===== src/rtl/bcd_pkg.sv =====
// Shared types and helpers for the BCD step sequencer and its prescaler.
package bcd_pkg;

    localparam int BCD_W = 4;
    localparam logic [BCD_W-1:0] BCD_MAX = 4'd9;

    typedef enum logic [1:0] {
        IDLE = 2'd0,
        RUN  = 2'd1,
        HOLD = 2'd2
    } state_e;

    // Returns {wrap, next_digit}; out-of-range inputs fold back to 0.
    function automatic logic [BCD_W:0] bcd_step(input logic [BCD_W-1:0] d, input logic up);
        logic [BCD_W:0] r;
        r = {1'b0, 4'd0};
        if (d > BCD_MAX) begin
            r = {1'b0, 4'd0};
        end else if (up) begin
            if (d == BCD_MAX) begin
                r = {1'b1, 4'd0};
            end else begin
                r = {1'b0, d + 4'd1};
            end
        end else begin
            if (d == 4'd0) begin
                r = {1'b1, BCD_MAX};
            end else begin
                r = {1'b0, d - 4'd1};
            end
        end
        return r;
    endfunction

endpackage


===== src/rtl/tick_prescaler.sv =====
// Free-running divider that raises tick once every TICK_DIV cycles while run is high.
module tick_prescaler #(
    parameter int TICK_DIV = 4,
    parameter int CNT_W    = 16
) (
    input  logic clk,
    input  logic rst_n,
    input  logic run,
    input  logic clr,
    output logic tick
);

    localparam logic [CNT_W-1:0] CNT_LAST = CNT_W'(TICK_DIV - 1);

    logic [CNT_W-1:0] cnt_q;
    logic [CNT_W-1:0] cnt_d;

    assign tick = run && (cnt_q == CNT_LAST);

    // Next count: clear wins, then wrap on the tick, otherwise advance while running.
    always_comb begin
        cnt_d = cnt_q;
        if (clr) begin
            cnt_d = '0;
        end else if (run) begin
            if (tick) begin
                cnt_d = '0;
            end else begin
                cnt_d = cnt_q + CNT_W'(1);
            end
        end else begin
            cnt_d = cnt_q;
        end
    end

    // Count register.
    always_ff @(posedge clk) begin
        if (!rst_n) begin
            cnt_q <= '0;
        end else begin
            cnt_q <= cnt_d;
        end
    end

endmodule


===== src/rtl/bcd_step_sequencer.sv =====
// BCD digit source for the one-hot decoder: steps 0..9 up/down at a prescaled rate
// with start/stop/hold control, parallel load and single-sweep mode.
module bcd_step_sequencer
    import bcd_pkg::*;
#(
    parameter int TICK_DIV = 4,
    parameter int CNT_W    = 16
) (
    input  logic             clk,
    input  logic             rst_n,
    input  logic             start,
    input  logic             stop,
    input  logic             dir,
    input  logic             single,
    input  logic             load,
    input  logic [BCD_W-1:0] load_val,
    output logic [BCD_W-1:0] digit,
    output logic             dec_en,
    output logic             wrap,
    output logic             busy,
    output logic             load_err
);

    state_e           state_q,    state_d;
    logic [BCD_W-1:0] digit_q,    digit_d;
    logic             dec_en_q,   dec_en_d;
    logic             wrap_q,     wrap_d;
    logic             busy_q,     busy_d;
    logic             load_err_q, load_err_d;

    logic             tick_s;
    logic             load_ok_s;
    logic             step_s;
    logic             clr_s;
    logic [BCD_W:0]   stepped_s;

    tick_prescaler #(
        .TICK_DIV (TICK_DIV),
        .CNT_W    (CNT_W)
    ) u_prescaler (
        .clk   (clk),
        .rst_n (rst_n),
        .run   (state_q == RUN),
        .clr   (clr_s),
        .tick  (tick_s)
    );

    // Digit update, state transitions and next values of the registered outputs.
    always_comb begin
        load_ok_s  = load && (load_val <= BCD_MAX);
        load_err_d = load && (load_val > BCD_MAX);
        // A valid load swallows a coincident tick, so no wrap can come from it.
        step_s     = tick_s && !load_ok_s;
        stepped_s  = bcd_step(digit_q, dir);
        digit_d    = digit_q;
        wrap_d     = 1'b0;
        if (load_ok_s) begin
            digit_d = load_val;
        end else if (step_s) begin
            digit_d = stepped_s[BCD_W-1:0];
            wrap_d  = stepped_s[BCD_W];
        end else begin
            digit_d = digit_q;
        end

        state_d = state_q;
        case (state_q)
            IDLE: begin
                if (stop) begin
                    state_d = IDLE;
                end else if (start) begin
                    state_d = RUN;
                end else begin
                    state_d = IDLE;
                end
            end
            RUN: begin
                if (stop) begin
                    state_d = HOLD;
                end else if (wrap_d && single) begin
                    state_d = HOLD;
                end else begin
                    state_d = RUN;
                end
            end
            HOLD: begin
                if (stop) begin
                    state_d = IDLE;
                end else if (start) begin
                    state_d = RUN;
                end else begin
                    state_d = HOLD;
                end
            end
            default: begin
                state_d = IDLE;
            end
        endcase

        clr_s    = load_ok_s || ((state_d == RUN) && (state_q != RUN));
        dec_en_d = (state_d != IDLE);
        busy_d   = (state_d == RUN);
    end

    // State and output registers.
    always_ff @(posedge clk) begin
        if (!rst_n) begin
            state_q    <= IDLE;
            digit_q    <= 4'd0;
            dec_en_q   <= 1'b0;
            wrap_q     <= 1'b0;
            busy_q     <= 1'b0;
            load_err_q <= 1'b0;
        end else begin
            state_q    <= state_d;
            digit_q    <= digit_d;
            dec_en_q   <= dec_en_d;
            wrap_q     <= wrap_d;
            busy_q     <= busy_d;
            load_err_q <= load_err_d;
        end
    end

    assign digit    = digit_q;
    assign dec_en   = dec_en_q;
    assign wrap     = wrap_q;
    assign busy     = busy_q;
    assign load_err = load_err_q;

endmodule


===== config.mk =====
export PLATFORM = sky130hd
export DESIGN_NAME = bcd_step_sequencer
export DESIGN_NICKNAME = d
export VERILOG_FILES = /design/src/rtl/bcd_pkg.sv /design/src/rtl/tick_prescaler.sv /design/src/rtl/bcd_step_sequencer.sv
export SDC_FILE = /design/constraint.sdc
export NUM_CORES = 1
export LEC_CHECK = 0
export CAP_MARGIN = 20
export CELL_PAD_IN_SITES_DETAIL_PLACEMENT = 1
export CELL_PAD_IN_SITES_GLOBAL_PLACEMENT = 1
export CORE_AREA = 2 2 50 88
export CTS_BUF_LIST = sky130_fd_sc_hd__clkbuf_16
export CTS_CLUSTER_DIAMETER = 80
export DETAILED_ROUTE_END_ITERATION = 16
export DIE_AREA = 0 0 52 90
export GPL_TIMING_DRIVEN = 1
export PLACE_DENSITY_LB_ADDON = 0.08
export SKIP_CTS_REPAIR_TIMING = 1
export SYNTH_ARGS = -nofsm -noshare
export SYNTH_HDL_FRONTEND = slang
export SYNTH_SLANG_ARGS = --single-unit
export TNS_END_PERCENT = 5

===== constraint.sdc =====
create_clock -name clk -period 4.1 [get_ports clk]
set_input_delay 0.41 -clock clk [delete_from_list [all_inputs] [get_ports clk]]
set_output_delay 0.41 -clock clk [all_outputs]
set_load 0.1 [all_outputs]

==> results.md <==
* Slowest cell on the critical path: clkdlybuf4s50_1
* Final antenna-violating net count at 0
* Worst R2R End: u_prescaler.cnt_q[2]$_SDFFE_PP0N_
* Endpoint class of the critical path: primary output
* Ports at 19
* Worst hold path depth at 2
* Syn avg cell area at 8.81 sq um
* Skew-Pair Late Insertion Delay at 260 ps
* Post-synth EDFFs at 0
* Critical Path RT at 3690 ps
* Clock transition at path regs at 70 ps
* Row cnt at 31
* Crit-path max FO at 10
* Critical Path AT at 2050 ps
* Layout Skew at 3.74 ps
* First-pass GRT wire length at 7.18 mm
* Max Root-Sink Buffers at 2
* Netlist cell types at 54
* Post-synthesis sequential area ratio at 33.8%
* Top cell type by total area after synthesis: dfxtp_1
* CTS tree: done
* Flop2flop setup slack at approximately 1900 ps
* Final min period at roughly 2500 ps
* Initial DRC count at 14
* H-tree levels at 1
* DRT Wirelength at around 4.2 mm
* Dpl hpwl at ~3.3 mm
* CP bufs+invs at 1
* Ant. Diodes at 0
* DRC at 0
* Largest net degree at the start of global routing at 16
* Critical path depth in cells at 1
* Clock buffer count from CTS at 3
* Number of global-route vias before repair at between 1,500 and 2,000
* Post-DR wirelength/cell at 17.5 microns
* Hold path endpoint: u_prescaler.cnt_q[1]$_SDFFE_PP0N_
* Synth-to-layout area growth at 20.6%
* Reg-to-Reg Start: u_prescaler.cnt_q[3]$_SDFFE_PP0N_
* Max-Cap Viols at 0
* Setup TNS at 0 ps
* Post-synth top area share at 33.8%
* Final setup viols at 0
* Clk sink count at 26
* DR vias/cell at about 5.9
* Achievable Freq at 407 MHz
* Die W at 52 microns
* Total grt overflow at 0
* Cells after Synth at roughly 180
* DRT Pass-1 Iters at 4
* Initial antenna violation count at 0
* Syn nets at ~190
* Post-synth top cells: dfxtp_1, nor2_1, nand2_1
* Min Hold Slack at approximately 500 ps
* LEAKAGE at 0.683 nW
* Max-slew headroom at 34.9%
* Vias post-DR at 1,415
* Worst-margin pin slew at around 970 ps
* Max-slew violation count at 0
* FFs w/ async S/R, synth at 0%
* Core area at around 0.0040 sq mm
* Delay-heaviest family, CP: buffers and inverters
* Worst Hold Class: reg2reg
* Layout Nets at 210
* Critical path class: reg2out
* Status: completed
* Full die area at approximately 0.0047 sq mm
* GRT Total Usage at about a fifth
* Final Hold Viols at 0
* Startpoint types: flip-flop
* Area contributors post-synth: dfxtp_1, xor2_1, ha_1, nor2_1, nor4_4
* Worst VDD drop at 0.175 mV
* Routability cong. at slightly below 0.8
* Die height at around 90 microns
* Tcrit/Tclk final at roughly 60%
* Register bit count reported by yosys at 26
* Initial Utilization at slightly below 40%
* Top-count cell post-synth: dfxtp_1
* Critical-path cell list: clkdlybuf4s50_1
* Pwr/cell area at ~360 mW/mm^2
* RSZ-0062 raised after global routing: false
* HP Start: u_prescaler.cnt_q[1]$_SDFFE_PP0N_
* Ys Warns at 0
* Ys flop type: dfxtp_1
* Root Buffer: clkbuf_16
* R2R depth at 4
* Crit-path max cell delay at between 1000 and 1500 ps
* Synthesized cell area at around 0.0015 sq mm
* Port-buffer cells at 18
* Layout cell share with drive strength beyond 1 at a little under an eighth
-- per-stage QoR --
step           std cells  worst slack (ps)  utilization [%]  cell area (sq um)  power [mW]
6_report             241              1640             46.5               1860       0.661
2_1_floorplan        175              1570                -               1540       0.347
5_1_grt              241              1590             46.5               1860       0.684
3_3_place_gp         237              1810             43.9               1750       0.379
3_5_place_dp         237              1750             43.9               1750       0.382
4_1_cts              241              1640             46.5               1860       0.665
-- cell families after synthesis --
logic type	after synthesis	share of synthesized area, %
xor gates and xnor gates	9	5.11
and+or+nand+nor	79	32.9
muxes	1	0.730
DFF	26	33.8
buffers and inverters	10	3.08
adders and majority gates	6	4.87
AOI/OAI and AO/OA	44	19.6
-- placed cells by master (no fill, tap or decap), types with 3 or more instances in the layout --
| cell | n |
|---|---|
| nor4_4 | 3 |
| clkdlybuf4s50_1 | 18 |
| nand3_1 | 5 |
| o31ai_1 | 4 |
| nor2_1 | 17 |
| ha_1 | 6 |
| dfxtp_1 | 26 |
| a21oi_1 | 9 |
| inv_1 | 5 |
| clkbuf_16 | 3 |
| xor2_1 | 9 |
| o21ai_0 | 10 |
| nand4_1 | 9 |
| or3_1 | 3 |
| nor3_1 | 4 |
| or4_1 | 3 |
| nand2_1 | 11 |
-- final cells by class --
cell class | count | area, sq um
clock buffer | 3 | 75.1
tap | 49 | 61.3
fill | 476 | 2140
clock inverter | 1 | 30.0
inverter | 5 | 18.8
timing repair buffer | 18 | 180
multi-input combinational | 139 | 973
sequential | 26 | 520
-- state kept, by name, indices dropped and copies added (netlist names) --
signal             flops
state_q                2
wrap                   1
dec_en                 1
u_prescaler.cnt_q     16
load_err               1
digit                  4
busy                   1
-- routing by layer --
layer  share of wire [%]  GRT usage (%)  wire length (microns)  up-vias
met4                 1.7           6.14                     73        0
met3                 1.7           1.99                     70        7
met1                  37           20.4                   1580      699
met2                  59           38.7                   2500       17
li1                    -              -                      -      692
met5                   0              0                      0        -
-- worst max path at each step --
stage	from	endpoint	slack [ps]
after global placement	dir	wrap$_SDFF_PN0_	1810
after detailed placement	dir	wrap$_SDFF_PN0_	1750
after CTS	digit[2]$_SDFFE_PN0P_	digit[2]	1640
after global routing	digit[2]$_SDFFE_PN0P_	digit[2]	1590
after floorplan	digit[0]$_SDFFE_PN0P_	digit[3]$_SDFFE_PN0P_	1570
final	digit[2]$_SDFFE_PN0P_	digit[2]	1640
-- power by group --
group          total (mW)  leakage, nW  internal, mW  switching, mW
Combinational       0.107        0.421        0.0365         0.0702
Sequential          0.269        0.211         0.258         0.0105
Clock               0.286       0.0511         0.194         0.0913
Note: power is estimated with default switching activity, not from simulation.
